## src/rtl/ctrl_pipe_hazard.sv

```systemverilog
// Control-vector pipeline with load-use bubble insertion, freeze and deferred flush.
// Define CTRL_PIPE_PERF_EN to build the bubble/stall performance counters.
module ctrl_pipe_hazard #(
    parameter int CTRL_W     = 10,
    parameter int NUM_STAGES = 3,
    parameter int LOAD_BIT   = 8,
    parameter int REG_AW     = 5,
    parameter int CNT_W      = 16
) (
    input  logic                         clk,
    input  logic                         reset,
    input  logic [CTRL_W-1:0]            id_ctrl,
    input  logic                         id_valid,
    input  logic [REG_AW-1:0]            id_rs,
    input  logic [REG_AW-1:0]            id_rt,
    input  logic                         id_uses_rs,
    input  logic                         id_uses_rt,
    input  logic [REG_AW-1:0]            id_dest,
    input  logic                         ext_stall,
    input  logic                         flush,
    output logic                         stall_out,
    output logic [NUM_STAGES*CTRL_W-1:0] stage_ctrl,
    output logic [NUM_STAGES-1:0]        stage_valid,
    output logic [NUM_STAGES*REG_AW-1:0] stage_dest,
    output logic [CNT_W-1:0]             bubble_cnt
`ifdef CTRL_PIPE_PERF_EN
    ,
    output logic [CNT_W-1:0]             stall_cnt
`endif
);

    logic [CTRL_W-1:0]     ctrl_q [NUM_STAGES];
    logic [REG_AW-1:0]     dest_q [NUM_STAGES];
    logic [NUM_STAGES-1:0] valid_q;
    logic                  flush_pending;
    logic                  haz;
    logic                  kill;

    // Only a load sitting in stage 0 with a non-$zero destination can hazard.
    always_comb begin
        haz = id_valid & valid_q[0] & ctrl_q[0][LOAD_BIT] & (dest_q[0] != '0) &
              ((id_uses_rs & (id_rs == dest_q[0])) | (id_uses_rt & (id_rt == dest_q[0])));
    end

    assign kill      = flush | flush_pending;
    assign stall_out = ext_stall | (haz & ~kill);

    always_ff @(posedge clk) begin
        if (reset) begin
            for (int k = 0; k < NUM_STAGES; k++) begin
                ctrl_q[k] <= '0;
                dest_q[k] <= '0;
            end
            valid_q       <= '0;
            flush_pending <= 1'b0;
        end else if (ext_stall) begin
            if (flush) flush_pending <= 1'b1;
        end else begin
            for (int k = NUM_STAGES - 1; k > 0; k--) begin
                ctrl_q[k]  <= ctrl_q[k-1];
                dest_q[k]  <= dest_q[k-1];
                valid_q[k] <= valid_q[k-1];
            end
            if (kill || haz || !id_valid) begin
                ctrl_q[0]  <= '0;
                dest_q[0]  <= '0;
                valid_q[0] <= 1'b0;
            end else begin
                ctrl_q[0]  <= id_ctrl;
                dest_q[0]  <= id_dest;
                valid_q[0] <= 1'b1;
            end
            if (kill) flush_pending <= 1'b0;
        end
    end

    for (genvar g = 0; g < NUM_STAGES; g++) begin : g_out
        assign stage_ctrl[g*CTRL_W +: CTRL_W] = ctrl_q[g];
        assign stage_dest[g*REG_AW +: REG_AW] = dest_q[g];
    end
    assign stage_valid = valid_q;

`ifdef CTRL_PIPE_PERF_EN
    logic [CNT_W-1:0] bubble_q;
    logic [CNT_W-1:0] stall_q;
    logic             insert;

    // Bubbles from an idle decoder are not counted; only kill/hazard inserts are.
    assign insert = ~ext_stall & (kill | haz);

    always_ff @(posedge clk) begin
        if (reset) begin
            bubble_q <= '0;
            stall_q  <= '0;
        end else begin
            if (insert && (bubble_q != '1)) bubble_q <= bubble_q + CNT_W'(1);
            if (ext_stall && (stall_q != '1)) stall_q <= stall_q + CNT_W'(1);
        end
    end

    assign bubble_cnt = bubble_q;
    assign stall_cnt  = stall_q;
`else
    assign bubble_cnt = '0;
`endif

endmodule

```

## config.mk

```make
export PLATFORM = sky130hd
export DESIGN_NAME = ctrl_pipe_hazard
export DESIGN_NICKNAME = d
export VERILOG_FILES = /design/src/rtl/ctrl_pipe_hazard.sv
export SDC_FILE = /design/constraint.sdc
export NUM_CORES = 1
export LEC_CHECK = 0
export ABC_AREA = 1
export BUFFER_PORTS_ARGS = -buffer_cell sky130_fd_sc_hd__buf_2
export CAP_MARGIN = 0
export CORE_UTILIZATION = 45
export DETAILED_ROUTE_END_ITERATION = 7
export HOLD_SLACK_MARGIN = 0.12
export PLACE_DENSITY = 0.88
export SKIP_LAST_GASP = 1
export SYNTH_ARGS = -nofsm -noshare
export SYNTH_HDL_FRONTEND = slang
export SYNTH_SLANG_ARGS = --single-unit
export TNS_END_PERCENT = 1
```

## constraint.sdc

```tcl
create_clock -name clk -period 2.17 [get_ports clk]
set_clock_uncertainty 0.15 [all_clocks]
set_input_delay 0.1085 -clock clk [delete_from_list [all_inputs] [get_ports clk]]
set_output_delay 0.1085 -clock clk [all_outputs]
set_load 0.05 [all_outputs]
```

# Word-level counts from Yosys, hierarchy flattened
# Memory sizes are Yosys's and may differ from the RTL's.
# Index checks and enable logic that the tools add are counted.
[classes]
n_eq_ne = 3
n_reduce_logical = 6
mux = 24
bitwise_logic = 19
[op_table]
columns = ["cell", "count"]
rows = [
  ["$mux 10", 4],
  ["$mux 5", 4],
  ["$mux 1", 16],
  ["$or 1x1->1", 11],
  ["$eq 5x5->1", 2],
  ["$and 1x1->1", 7],
  ["$reduce_bool 5->1", 1],
  ["$logic_or 1x1->1", 2],
  ["$ne 2x1->1 const B", 1],
  ["$reduce_and 2->1", 1],
  ["$reduce_bool 2->1", 1],
  ["$logic_not 1->1", 1],
  ["$not 1->1", 1],
]
[totals]
output_inout_bits = 65
word_cells = 56
input_bits = 32
mem_bits_rw = 45
memories = 2
regBits = 4
[memory_table]
columns = ["name", "words", "width", "read_ports", "rd_ports_with_merged_regs", "write_ports", "line", "text"]
rows = [
  ["ctrl_q", 3, 10, 3, 0, 3, "32", "logic [CTRL_W-1:0] ctrl_q [NUM_STAGES];"],
  ["dest_q", 3, 5, 3, 0, 3, "33", "logic [REG_AW-1:0] dest_q [NUM_STAGES];"],
]

# Longest topological paths before layout
# An unclocked memory read counts as a cell.
[logic_depth]
ltp_word = 13
mapped_depth = 10
mapped_depth_nobuf = 9

# Worst setup path after synthesis
# Ideal clock, no wire load.
[synth_timing]
path_type = "reg2reg"
start = "mem dest_q[0][4]"
end = "mem ctrl_q[0][0], data pin"
required_time_ns = 1.770
setup_ns = 0.250
slack_ns = 0.304
t_arrival_ns = 1.465
synth_period_minus_slack_ns = 1.866
path_stages_with_launch = 11
path_buffers = 1
path_cell_list = "edfxtp_1 -> inv_1 -> nand2_1 -> nand2_1 -> nor2_1 -> nand3_1 -> nand2_1 -> nand2_2 -> nand2_4 -> buf_8 -> nor2_1"
[synth_lines]
columns = ["item", "line"]
rows = [
  ["start, declared", "33"],
  ["end, declared", "32"],
]

==> run_results.csv <==
group,metric,value,unit
final_layout,diodes,0,
clock_tree,ctsResizeCount,0,
logic_synthesis,ys_warn_count,0,
grt,grt_pass1_wl,6710,um
logic_synthesis,yosysSeqAreaShare,0.647,
placed_design,pre_cts_ws,0.558,ns
logic_synthesis,synth_area,2210,um^2
routing,wl,4280,um
routing,drc,0,
die,die_area,5200,um^2
worst_setup_path,rrSetupSlack,0.54,ns
final_layout,nets,366,
power_and_ir_drop,ir_drop,0.296,mV
logic_synthesis,syn_inst,231,
placed_design,place_congestion,0.784,
die,fp.dieW,72.1,um
die,die_y,72.1,um
worst_setup_path,crit_fanout,4,
die,start_util,0.469,
worst_setup_path,worstSetupEndpointType,"output pin",
clock_tree,clk_pin_slew,0.09,ns
timing,setup_violations,0,
clock_tree,clkSinkCount,49,
placed_design,hpwl,3010,um
min_path,hold_class,"input pin to register",
worst_setup_path,worstPathRequired,1.91,ns
grt,grt_max_degree,32,
power_and_ir_drop,powerDensity,746,nW/um^2
routing,wl_per_cell,10.6,um
die,core-area,4720,um^2
timing,finalSetupTns,0,ns
worst_setup_path,critPathCapture,"stall_out",
timing,hold_violations,0,
clock_tree,cts_root_buffer,"clkbuf_8",
worst_setup_path,crit_path_start_kind,"register",
timing,drv_slew,0,
clock_tree,clock_latency,0.30,ns
timing,clock.fmax,0.526,GHz
logic_synthesis,synth_top_cell_area_share,0.611,
grt,grtUsageTotal,0.171,
final_layout,multiInputGateArea,477,um^2
clock_tree,ctsLongestPathBuffers,2,
timing,layout_min_cycle_time,1.90,ns
clock_tree,numCtsBuffers,5,
routing,vias,1716,
grt,first_global_vias,1536,
routing,avgViaCountPerCell,4.27,
clock_tree,htree_levels,2,
die,io_pins,97,
flow_run,drv_cap,0,
routing,ant_nets,0,
die,num_rows,25,
power_and_ir_drop,power,2.19,mW
worst_setup_path,cp.arrival,1.64,ns
clock_tree,cts_tree,"done",
status,status,"finished, final reports clean",
worst_setup_path,r2r_cells,9,
logic_synthesis,synth_area_leaders,"edfxtp_1, inv_1, nor2_1",
timing,rsz0062_at_grt,"no",
power_and_ir_drop,leakage,1.53,nW
worst_setup_path,crit_type,"register to output pin",
timing,fin_ws,0.267,ns
final_layout,fillers,392,
final_layout,register_area,1430,um^2
clock_tree,post-cts-setup-buffers,0,
routing,dr.pass1.iters,4,
placed_design,io_buffer_count,80,
worst_setup_path,worstSetupStartpoint,"dest_q[0][4]",
final_layout,area_delta_synth_final,33.0,%
final_layout,fin_util,0.623,
final_layout,drive_gt1_frac,0.284,
routing,drtIter0Drc,142,
grt,grt_overflow_total,0,
worst_setup_path,timing.rr.start,"dest_q[0][4]",
logic_synthesis,ys_ff_latch,49,
logic_synthesis,yosysTopAreaCell,"edfxtp_1",
clock_tree,cts-hold-fix-buffers,19,
timing,finalCritPeriodShare,0.877,
worst_setup_path,r2r_end,"ctrl_q[0][7]",
grt,antenna_found_initial,0,
timing,worst_slew_pin_slew,0.513,ns
logic_synthesis,ys_types,15,
logic_synthesis,syn_area_per_cell,9.58,um^2
timing,slew_headroom,0.657,
registers in the layout, indices dropped and copies added, names as in the netlist:
signal         count
ctrl_q            30
dest_q            15
flush_pending      1
stage_valid        3
worst min path at each step:
stage / startpoint / end / slack (ns) / cells after the start
floorplan: ext_stall / stage_valid[2] / 0.1 / 2
global placement: flush / flush_pending / 0.22 / 3
detailed placement: flush / flush_pending / 0.24 / 3
CTS: id_valid / stage_valid[0] / 0.14 / 5
global route: id_valid / stage_valid[0] / 0.17 / 5
finish: id_valid / stage_valid[0] / 0.14 / 5
final cells by class:
type / instances / share of cell area
Tap cell: 67 / 0.0285
Clock inverter: 3 / 0.0157
Sequential cell: 49 / 0.486
Timing Repair Buffer: 101 / 0.210
Inverter: 58 / 0.0740
Clock buffer: 5 / 0.0234
Multi-Input combinational cell: 119 / 0.162
kinds of logic (layout without fill, tap and decap cells):
| family | after synthesis | in the layout | synth area share |
|---|---|---|---|
| other | 1 | 16 | 0.00169 |
| buffers and inverters | 78 | 167 | 0.165 |
| and+or+nand+nor | 101 | 101 | 0.183 |
| AOI/OAI and AO/OA | 2 | 2 | 0.00452 |
| DFF | 49 | 49 | 0.647 |
cells in the mapped netlist:
library cell,n
dfxtp_1,4
inv_2,1
nand2_4,1
nand3_1,6
clkbuf_1,3
nand2_1,33
buf_8,1
edfxtp_1,45
nand2_2,2
o21ai_0,2
inv_1,57
nand4_1,2
buf_4,16
conb_1,1
nor2_1,57
metrics by stage:
stage                     hold slack (ns)  instance area [um^2]  cells
after detailed placement            0.235                  2640    375
after CTS                           0.140                  2940    402
after global placement              0.222                  2640    375
after floorplan                    0.0972                  2270    246
final                               0.141                  2940    402
after global routing                0.168                  2940    402
report_power, final:
part | internal, mW | switching, mW | leakage, nW
logic | 0.102 | 0.340 | 0.941
registers | 1.08 | 0.0220 | 0.533
clock network | 0.345 | 0.305 | 0.0543
cells in the final DEF, fill, tap and decap left out, drive strengths merged, types with 4 or more instances in the layout:
cell type and instances:
conb 16, clkbuf 5, buf 82, nand2 36, dlygate4sd3 19, nor2 57
edfxtp 45, dfxtp 4, nand3 6, inv 58
layer usage:
layer | track usage | up-vias | part of all wire
met2 | 0.302 | 76 | 0.52
li1 | - | 865 | -
met5 | 0 | - | 0
met1 | 0.194 | 758 | 0.38
met4 | 0.0763 | 0 | 0.032
met3 | 0.0458 | 17 | 0.070
critical path: stages, from the launching register on:
cell      delay [ns]
edfxtp_1        0.40
inv_1           0.11
nand2_1         0.07
nand2_1         0.05
nor2_1          0.13
nand3_1         0.08
nand2_1         0.10
nand3_1         0.07
nand2_1         0.07
buf_2           0.26
Power figures use the tool's default switching activity.
